**src/rtl/reg_sb_pkg.sv**
```systemverilog
// Shared sizing and types for the register scoreboard.
package reg_sb_pkg;
  localparam int NREGS  = 32;
  localparam int AW     = $clog2(NREGS);
  localparam int CNT_W  = 2;
  localparam int STAT_W = 16;

  typedef logic [AW-1:0]    reg_idx_t;
  typedef logic [CNT_W-1:0] sb_cnt_t;

  localparam sb_cnt_t CNT_MAX = '1;
endpackage

```
**src/rtl/reg_sb_cnt.sv**
```systemverilog
// Per-register saturating pending-write counter.
// REG_SCOREBOARD_BYPASS_EN: src_busy drops in the cycle the last pending write retires.
module reg_sb_cnt
  import reg_sb_pkg::*;
(
  input  logic clk,
  input  logic rst,
  input  logic inc,
  input  logic dec,
  input  logic clr,
  output logic busy,
  output logic src_busy,
  output logic at_max,
  output logic underflow
);

  sb_cnt_t cnt;
  logic    do_inc;
  logic    do_dec;

  assign busy      = (cnt != '0);
  assign at_max    = (cnt == CNT_MAX);
  assign underflow = dec & ~busy;
  assign do_inc    = inc & ~at_max;
  assign do_dec    = dec & busy;

`ifdef REG_SCOREBOARD_BYPASS_EN
  // Retiring the only outstanding write: datapath forwards the wb value.
  assign src_busy = busy & ~(dec & (cnt == sb_cnt_t'(1)));
`else
  assign src_busy = busy;
`endif

  always_ff @(posedge clk or posedge rst) begin
    if (rst) begin
      cnt <= '0;
    end else if (clr) begin
      cnt <= '0;
    end else if (do_inc && !do_dec) begin
      cnt <= cnt + 1'b1;
    end else if (do_dec && !do_inc) begin
      cnt <= cnt - 1'b1;
    end
  end

endmodule

```
**src/rtl/reg_scoreboard.sv**
```systemverilog
// RAW-hazard scoreboard for the integer register file: hazard decode, stall,
// stall statistics and sticky underflow flag. Optional macro: REG_SCOREBOARD_BYPASS_EN.
module reg_scoreboard
  import reg_sb_pkg::*;
(
  input  logic              clk,
  input  logic              rst,
  input  logic              issue_valid,
  input  logic [AW-1:0]     issue_rs1,
  input  logic [AW-1:0]     issue_rs2,
  input  logic [AW-1:0]     issue_rd,
  input  logic              issue_use_rs1,
  input  logic              issue_use_rs2,
  input  logic              issue_wr_rd,
  output logic              issue_stall,
  input  logic              wb_valid,
  input  logic [AW-1:0]     wb_rd,
  input  logic              flush,
  output logic [NREGS-1:0]  busy_vec,
  output logic              sb_empty,
  output logic              err_underflow,
  output logic [STAT_W-1:0] stall_cycles
);

  logic [NREGS-1:0] busy_w;
  logic [NREGS-1:0] src_busy_w;
  logic [NREGS-1:0] at_max_w;
  logic [NREGS-1:0] uflow_w;
  logic             haz1;
  logic             haz2;
  logic             full;
  logic             accept;

  // x0 is hard-wired zero and never tracked.
  assign busy_w[0]     = 1'b0;
  assign src_busy_w[0] = 1'b0;
  assign at_max_w[0]   = 1'b0;
  assign uflow_w[0]    = 1'b0;

  assign haz1   = issue_use_rs1 & (issue_rs1 != '0) & src_busy_w[issue_rs1];
  assign haz2   = issue_use_rs2 & (issue_rs2 != '0) & src_busy_w[issue_rs2];
  assign full   = issue_wr_rd & (issue_rd != '0) & at_max_w[issue_rd];

  assign issue_stall = issue_valid & (haz1 | haz2 | full);
  assign accept      = issue_valid & ~issue_stall & ~flush;

  for (genvar i = 1; i < NREGS; i++) begin : g_cnt
    reg_sb_cnt u_cnt (
      .clk       (clk),
      .rst       (rst),
      .inc       (accept & issue_wr_rd & (issue_rd == AW'(i))),
      .dec       (~flush & wb_valid & (wb_rd == AW'(i))),
      .clr       (flush),
      .busy      (busy_w[i]),
      .src_busy  (src_busy_w[i]),
      .at_max    (at_max_w[i]),
      .underflow (uflow_w[i])
    );
  end

  assign busy_vec = busy_w;
  assign sb_empty = ~|busy_w;

  always_ff @(posedge clk or posedge rst) begin
    if (rst) begin
      err_underflow <= 1'b0;
      stall_cycles  <= '0;
    end else begin
      if (|uflow_w) begin
        err_underflow <= 1'b1;
      end
      if (issue_stall && (stall_cycles != '1)) begin
        stall_cycles <= stall_cycles + 1'b1;
      end
    end
  end

endmodule

```
**config.mk**
```make
export PLATFORM = sky130hd
export DESIGN_NAME = reg_scoreboard
export DESIGN_NICKNAME = d
export VERILOG_FILES = /design/src/rtl/reg_sb_pkg.sv /design/src/rtl/reg_sb_cnt.sv /design/src/rtl/reg_scoreboard.sv
export SDC_FILE = /design/constraint.sdc
export NUM_CORES = 1
export LEC_CHECK = 0
export ABC_CLOCK_PERIOD_IN_PS = 2700
export BUFFER_PORTS_ARGS = -buffer_cell sky130_fd_sc_hd__buf_2
export CAP_MARGIN = 25
export CORE_MARGIN = 2
export CORE_UTILIZATION = 45
export DETAILED_ROUTE_END_ITERATION = 8
export PLACE_DENSITY = 0.66
export SLEW_MARGIN = 15
export SYNTH_ARGS = -nofsm -noshare
export SYNTH_HDL_FRONTEND = slang
export SYNTH_SLANG_ARGS = --single-unit
```
**constraint.sdc**
```tcl
create_clock -name clk -period 2.7 [get_ports clk]
set_input_delay 0.27 -clock clk [delete_from_list [all_inputs] [get_ports clk]]
set_output_delay 0.27 -clock clk [all_outputs]
set_load 0.02 [all_outputs]
```
-- Yosys cells after proc, flatten, opt, wreduce, memory -nomap -nowiden
Cells that the tools add are included.
W data, S select, Z words.
- multiplexer cells: 99
- $add $sub $neg: 63
- bitwise gates (word level): 232
- $lt $le $gt $ge: 3
- reduce and logical (&&, ||, !) cells: 193
- eq/ne operators: 94
- operators by type and width (cell ; count):
    $mux W2 ; 93
    $and A1 B1 Y1 ; 166
    $eq A5 B5 Y1 const B ; 32
    $reduce_bool A3 Y1 ; 31
    $eq A5 B4 Y1 const B ; 16
    $not A1 Y1 ; 64
    $logic_and A1 B1 Y1 ; 63
    $logic_not A1 Y1 ; 63
    $add A2 B1 Y2 const B ; 31
    $eq A2 B2 Y1 const B ; 31
    $reduce_bool A2 Y1 ; 31
    $reduce_or A31 Y1 ; 2
    $sub A2 B1 Y2 const B ; 31
    $eq A5 B3 Y1 const B ; 8
    $eq A5 B2 Y1 const B ; 4
    $lt A5 B6 Y1 const B ; 3
    $add A16 B1 Y16 const B ; 1
    $ne A16 B16 Y1 const B ; 1
    $bmux W1 S5 ; 3
    $reduce_bool A5 Y1 ; 3
    $eq A5 B1 Y1 const B ; 2
    $mux W1 ; 3
    $or A1 B1 Y1 ; 2
- bits of input ports: 28
- logic and storage cells: 717
- output and inout bits: 51
- register bits after elaboration: 79

-- Depth between registers and ports, before layout
- depth in word-level cells: 18
- mapped depth: 13
- depth with buffers taken out: 9

-- Modules after synthesis
From an unflattened synthesis, not the netlist that was laid out.
- cell total of the unflattened synthesis: 855
- area total of the unflattened synthesis: 6931.6 um^2
- by module, submodules not included (module ; times used ; cells each ; seq. area each (um^2) ; area each (um^2)):
    reg_sb_cnt ; 31 ; 17 ; 50.0 ; 142.6
    reg_scoreboard ; 1 ; 328 ; 425.4 ; 2509.9

-- Worst setup path before layout
Ideal clock, no wire load.
- path type: reg-to-reg
- from: register g_cnt[10].u_cnt.cnt[1]
- to: register g_cnt[21].u_cnt.cnt[0]
- path slack: -0.177 ns
- data required time: 2.606 ns
- clock period less this slack: 2.877 ns
- cell stages (with the launch flop): 11
- data arrival time: 2.783 ns
- cells stage by stage: dfrtp_1 buf_6 nor2_4 inv_2 mux4_2 o211a_1 o32a_4 buf_6 nor4_2 mux2_2 a211oi_1
- word-level cells in the longest chain between the ends: 16
- elaborated cells on any way between the ends: 26
- classes of those cells: eq/ne: 1; mux: 8; bitwise: 12; reduce/logical: 5
- RTL lines (element ; RTL line ; text):
    start, declared ; reg_sb_cnt.sv:17 ; sb_cnt_t cnt;
    start signal, assigned ; reg_sb_cnt.sv:40 ; cnt <= cnt + 1'b1;
    start signal, assigned ; reg_sb_cnt.sv:42 ; cnt <= cnt - 1'b1;
    $reduce_bool A2 Y1 (*) ; reg_sb_cnt.sv:21 ; assign busy = (cnt != '0);
    net g_cnt[10].u_cnt.busy ; reg_sb_cnt.sv:11 ; output logic busy,
    $bmux W1 S5 (on tied branches) ; reg_scoreboard.sv:40, reg_scoreboard.sv:41 ;
    $mux W1 (on tied branches) ; reg_scoreboard.sv:40, reg_scoreboard.sv:41 ;
    $and A1 B1 Y1 (on tied branches) ; reg_scoreboard.sv:40, reg_scoreboard.sv:41 ;
    $or A1 B1 Y1 (*) (2 in series) ; reg_scoreboard.sv:44 ; assign issue_stall = issue_valid & (haz1 | haz2 | full);
    $and A1 B1 Y1 (*) ; reg_scoreboard.sv:44 ;
    $not A1 Y1 (*) ; reg_scoreboard.sv:45 ; assign accept = issue_valid & ~issue_stall & ~flush;
    $and A1 B1 Y1 (*) (2 in series) ; reg_scoreboard.sv:45 ;
    $and A1 B1 Y1 (*) (2 in series) ; reg_scoreboard.sv:51 ; .inc (accept & issue_wr_rd & (issue_rd == AW'(i))),
    $and A1 B1 Y1 (*) ; reg_sb_cnt.sv:24 ; assign do_inc = inc & ~at_max;
    $logic_and A1 B1 Y1 or $logic_not A1 Y1 (tied branches) ; reg_sb_cnt.sv:39, reg_sb_cnt.sv:41 ;
    $mux W2 or $logic_and A1 B1 Y1 (tied branches) ; reg_sb_cnt.sv:39, reg_sb_cnt.sv:41 ;
    $mux W2 or $reduce_bool A3 Y1 (tied branches) ; - ;
    end signal, assigned ; reg_sb_cnt.sv:40 ;
    end signal, assigned ; reg_sb_cnt.sv:42 ;
    end, declared ; reg_sb_cnt.sv:17 ;
Mark *: on every way through the listed nets, which the timed path passes. The rest lies on a longest branch. The select of a mux whose other input is x is not followed.
A chain may end at the register's enable or synchronous reset.

-- Final worst setup path
- from: register g_cnt[10].u_cnt.cnt[1]
- to: output issue_stall
- word-level cells in the longest chain between the ends: 7
- elaborated cells on any way between the ends: 14
- classes of those cells: eq/ne: 1; mux: 6; bitwise: 6; reduce/logical: 1
- RTL lines (element ; RTL line ; text):
    $reduce_bool A2 Y1 ; reg_sb_cnt.sv:21 ;
    $bmux W1 S5 (on tied branches) ; reg_scoreboard.sv:40, reg_scoreboard.sv:41 ;
    $mux W1 (on tied branches) ; reg_scoreboard.sv:40, reg_scoreboard.sv:41 ;
    $and A1 B1 Y1 (on tied branches) ; reg_scoreboard.sv:40, reg_scoreboard.sv:41 ;
    $or A1 B1 Y1 ; reg_scoreboard.sv:44 ;
    $or A1 B1 Y1 (*) ; reg_scoreboard.sv:44 ;
    $and A1 B1 Y1 (*) ; reg_scoreboard.sv:44 ;
    end, declared ; reg_scoreboard.sv:15 ; output logic issue_stall,
Mark *: on every way between the ends. The rest lies on a longest branch, timed or not. The select of a mux whose other input is x is not followed.

==> results.py <==
metrics = {
    "global_routing": {
        "grt_pass1_vias": 7915,
        "grt_max_degree": 45,
        "grt_pass1_wl_um": 42100,
        "gr-total-overflow": 0,
        "antenna_found_initial": 0,
        "grt_usage_pct": 32.03,
    },
    "final_layout": {
        "diodes": 0,
        "stdcell_count": 1379,
        "drive_above_1_share_pct": 42.04,
        "post-route-util_pct": 68.78,
        "layout.nets": 1192,
        "synthToLayoutAreaGrowth_pct": 48.14,
        "fill_cells": 1218,
    },
    "floorplanning": {
        "row_count": 45,
        "die_h_um": 129.7,
        "ios": 79,
        "die-area_mm2": 0.01682,
        "die_w_um": 129.7,
        "core-area_mm2": 0.01531,
        "start_util_pct": 46.43,
    },
    "setup_path": {
        "crit_arrival_ns": 2.84,
        "critPathKind": "reg2out",
        "slowest_stage": "mux4_2",
        "crit_family": "compound AO/OA/AOI/OAI gates",
        "critPathMaxStageDelay_ns": 0.45,
        "crit_buf_inv": 5,
        "ff2ff_setup_slack_ns": -0.37,
        "worstPathMaxFanout": 3,
        "timing.rr.end": "g_cnt[3].u_cnt.cnt[0]",
        "r2r_cells": 10,
        "startpoint_type": "flip-flop",
        "crit_chain": "nor2_4, inv_2, mux4_2, o211a_1, o32a_4, buf_8, buf_8, buf_6, o31a_1, buf_6",
        "endpoint_kind": "output pin",
        "reg2reg_from": "g_cnt[10].u_cnt.cnt[1]",
        "cp.required_ns": 2.43,
    },
    "clock_network": {
        "cts.sinks": 79,
        "cts_inserted_buffers": 9,
        "clock_latency_ns": 0.36,
        "clkTransAtPathRegs_ns": 0.07,
        "clockBufferDepth": 2,
        "root_buffer": "clkbuf_16",
        "htreeDepth": 3,
        "cts_tree": "done",
    },
    "synthesis": {
        "synth.yosys.seq_area_share_pct": 27.80,
        "synth_cell_types": 79,
        "synth_area_mm2": 0.007111,
        "ys_async_sr_fraction_pct": 100.0,
        "synth_top_family_by_area": "simple AND/OR/NAND/NOR gates",
        "synth_xor_area_share_pct": 1.724,
        "synth_edf_count": 0,
        "synth_fa_ha_area_share_pct": 0.1760,
        "avgSynthCellArea_um2": 7.788,
        "ys_top_cells_by_area": "dfrtp_1 (28%), nand2_1 (5.0%), mux4_2 (4.1%)",
        "synth_cells": 913,
        "synthMuxAreaShare_pct": 5.772,
        "synthSimpleGateAreaFrac_pct": 31.46,
        "synth-compound-area-share_pct": 23.70,
        "yosysWarnings": 0,
        "ys_top_cells_by_count": "nand2_1 (95), dfrtp_1 (79), nor2_1 (71)",
        "yosysTopAreaCell": "dfrtp_1",
        "synth_nets": 942,
        "yosysMostFrequentCell": "nand2_1",
        "synth_top_area_share_pct": 27.80,
        "ys.flop_type": "dfrtp_1",
        "ys_seq_elements": 79,
    },
    "timing": {
        "period_needed_ns": 3.108,
        "worst_slew_pin_slew_ns": 0.7408,
        "rsz0062_at_grt": "true",
        "maxClockFrequency_ghz": 0.3217,
        "fin_setup_tns_ns": -14.23,
        "hold_viol_final": 0,
        "skew_ns": 0.01158,
        "layout_setup_ws_ns": -0.4083,
        "post-route-period-util_pct": 115.1,
        "setup_viol_count_final": 70,
        "finalMaxSlewViolations": 0,
        "max_slew_margin_pct": 50.43,
    },
    "detailed_routing": {
        "drtIter0Drc": 814,
        "ant_nets": 0,
        "dr.pass1.iters": 5,
        "drc": 0,
        "routed_wl_um": 27800,
        "drt-wirelength-per-cell_um": 20.16,
        "dr_total_vias": 8592,
        "viasPerCell": 6.231,
    },
    "place": {
        "dp.cells": 1312,
        "port_buffers": 77,
        "hpwl_um": 18830,
        "place_ws_ns": -0.4268,
        "gp_congestion": 0.9912,
    },
    "pwr": {
        "p_sw_w": 0.001181,
        "p_per_area_mw_per_mm2": 336.8,
        "p_leak_nw": 4.785,
        "swShare_pct": 33.30,
        "clkPwrFrac_pct": 37.6,
        "comb_power_share_pct": 26.4,
        "p_int_w": 0.002366,
        "irDropWorstVdd_uv": 358.2,
        "p_seq_share_pct": 36.0,
    },
    "run": {
        "drv_cap": 0,
    },
    "outcome": {
        "violations": "negative setup slack",
        "outcome": "complete, but fails checks",
    },
    "worst_hold_path": {
        "holdPathEnd": "g_cnt[4].u_cnt.cnt[1]",
        "worstHoldPathType": "in2reg",
        "min_from": "flush",
        "worstHoldPathCells": 4,
    },
}
[registers in the layout, indices dropped and copies added, names as in the netlist]
register and cells:
g_cnt.u_cnt.cnt 62, err_underflow 1, stall_cycles 16
[cells by family after synthesis]
kind of cell,after synthesis
AO/OA/AOI/OAI,243
adder cells (fa/ha/maj),1
XOR/XNOR,14
other,1
multiplexers,24
buffers and inverters,130
flip-flops,79
AND/OR/NAND/NOR,421
[cell type report]
| type | instances | area, µm² | share of cell area, % |
|---|---|---|---|
| Sequential cell | 79 | 1977 | 18.77 |
| Multi-Input combinational cell | 704 | 5283 | 50.15 |
| Inverter | 44 | 166.4 | 1.580 |
| Timing Repair Buffer | 325 | 2532 | 24.04 |
| Clock inverter | 7 | 86.33 | 0.8196 |
| Clock buffer | 9 | 225.2 | 2.138 |
| Tap cell | 211 | 264.0 | 2.506 |
[cells in the final DEF (no fill, tap or decap), types with 24 or more instances in the layout]
cell type,n
buf_4,209
nand2_1,95
dfrtp_1,79
buf_2,75
nor2_1,53
a21oi_1,52
nand3_1,41
inv_1,40
nor2b_1,25
o21ai_0,24
buf_6,24
[per-layer routing]
metal | track usage, % | part of all wire (%) | up-vias
met4 | 11.83 | 4.1 | 0
met5 | 0 | 0 | -
li1 | - | - | 3902
met2 | 48.91 | 45 | 493
met3 | 7.339 | 9.9 | 91
met1 | 44.61 | 41 | 4106
[power groups by stage]
stage	sequential [W]	clock, W	combinational, W
after CTS	0.00128	0.00134	0.000807
after detailed placement	0.00130	0	0.000699
after floorplan	0.00134	0	0.000379
after global placement	0.00130	0	0.000693
final	0.00128	0.00133	0.000937
after global routing	0.00128	0.00139	0.000988
[worst min-delay path, delay by kind of cell]
kind | cells | cell delay (ns)
compound gates | 1 | 0.06
buf+inv | 2 | 0.27
simple gates | 1 | 0.10
[through the flow]
step                      hold slack [ns]  power (W)  instance area [µm²]
after floorplan                    0.4807   0.001721                 7292
after global placement             0.3737   0.001991                 8969
after detailed placement           0.3790   0.001998                 8974
after CTS                          0.3726   0.003420                 9948
after global routing               0.4393   0.003658                10530
final                              0.3808   0.003547                10530
[what timing repair did]
item                       in CTS  in global routing
cloned                          1                  2
setup endpoints to repair      77                 80
hold endpoints to repair        5                  0
hold buffers                    1                  0
pin swaps                      45                 39
resized for setup             107                 87
buffers inserted               24                 27
[how the worst max path moves through the flow]
stage,startpoint,to,slack (ns),cells after the start
6_report,g_cnt[10].u_cnt.cnt[1],issue_stall,-0.41,10
5_1_grt,g_cnt[14].u_cnt.cnt[1],issue_stall,-0.45,10
4_1_cts,g_cnt[10].u_cnt.cnt[1],issue_stall,-0.39,10
3_5_place_dp,g_cnt[6].u_cnt.cnt[0],g_cnt[6].u_cnt.cnt[0],-0.43,10
3_3_place_gp,g_cnt[10].u_cnt.cnt[0],g_cnt[11].u_cnt.cnt[0],-0.52,8
2_1_floorplan,g_cnt[10].u_cnt.cnt[1],g_cnt[3].u_cnt.cnt[0],-0.11,9
Note: power is estimated with default switching activity, not from simulation.
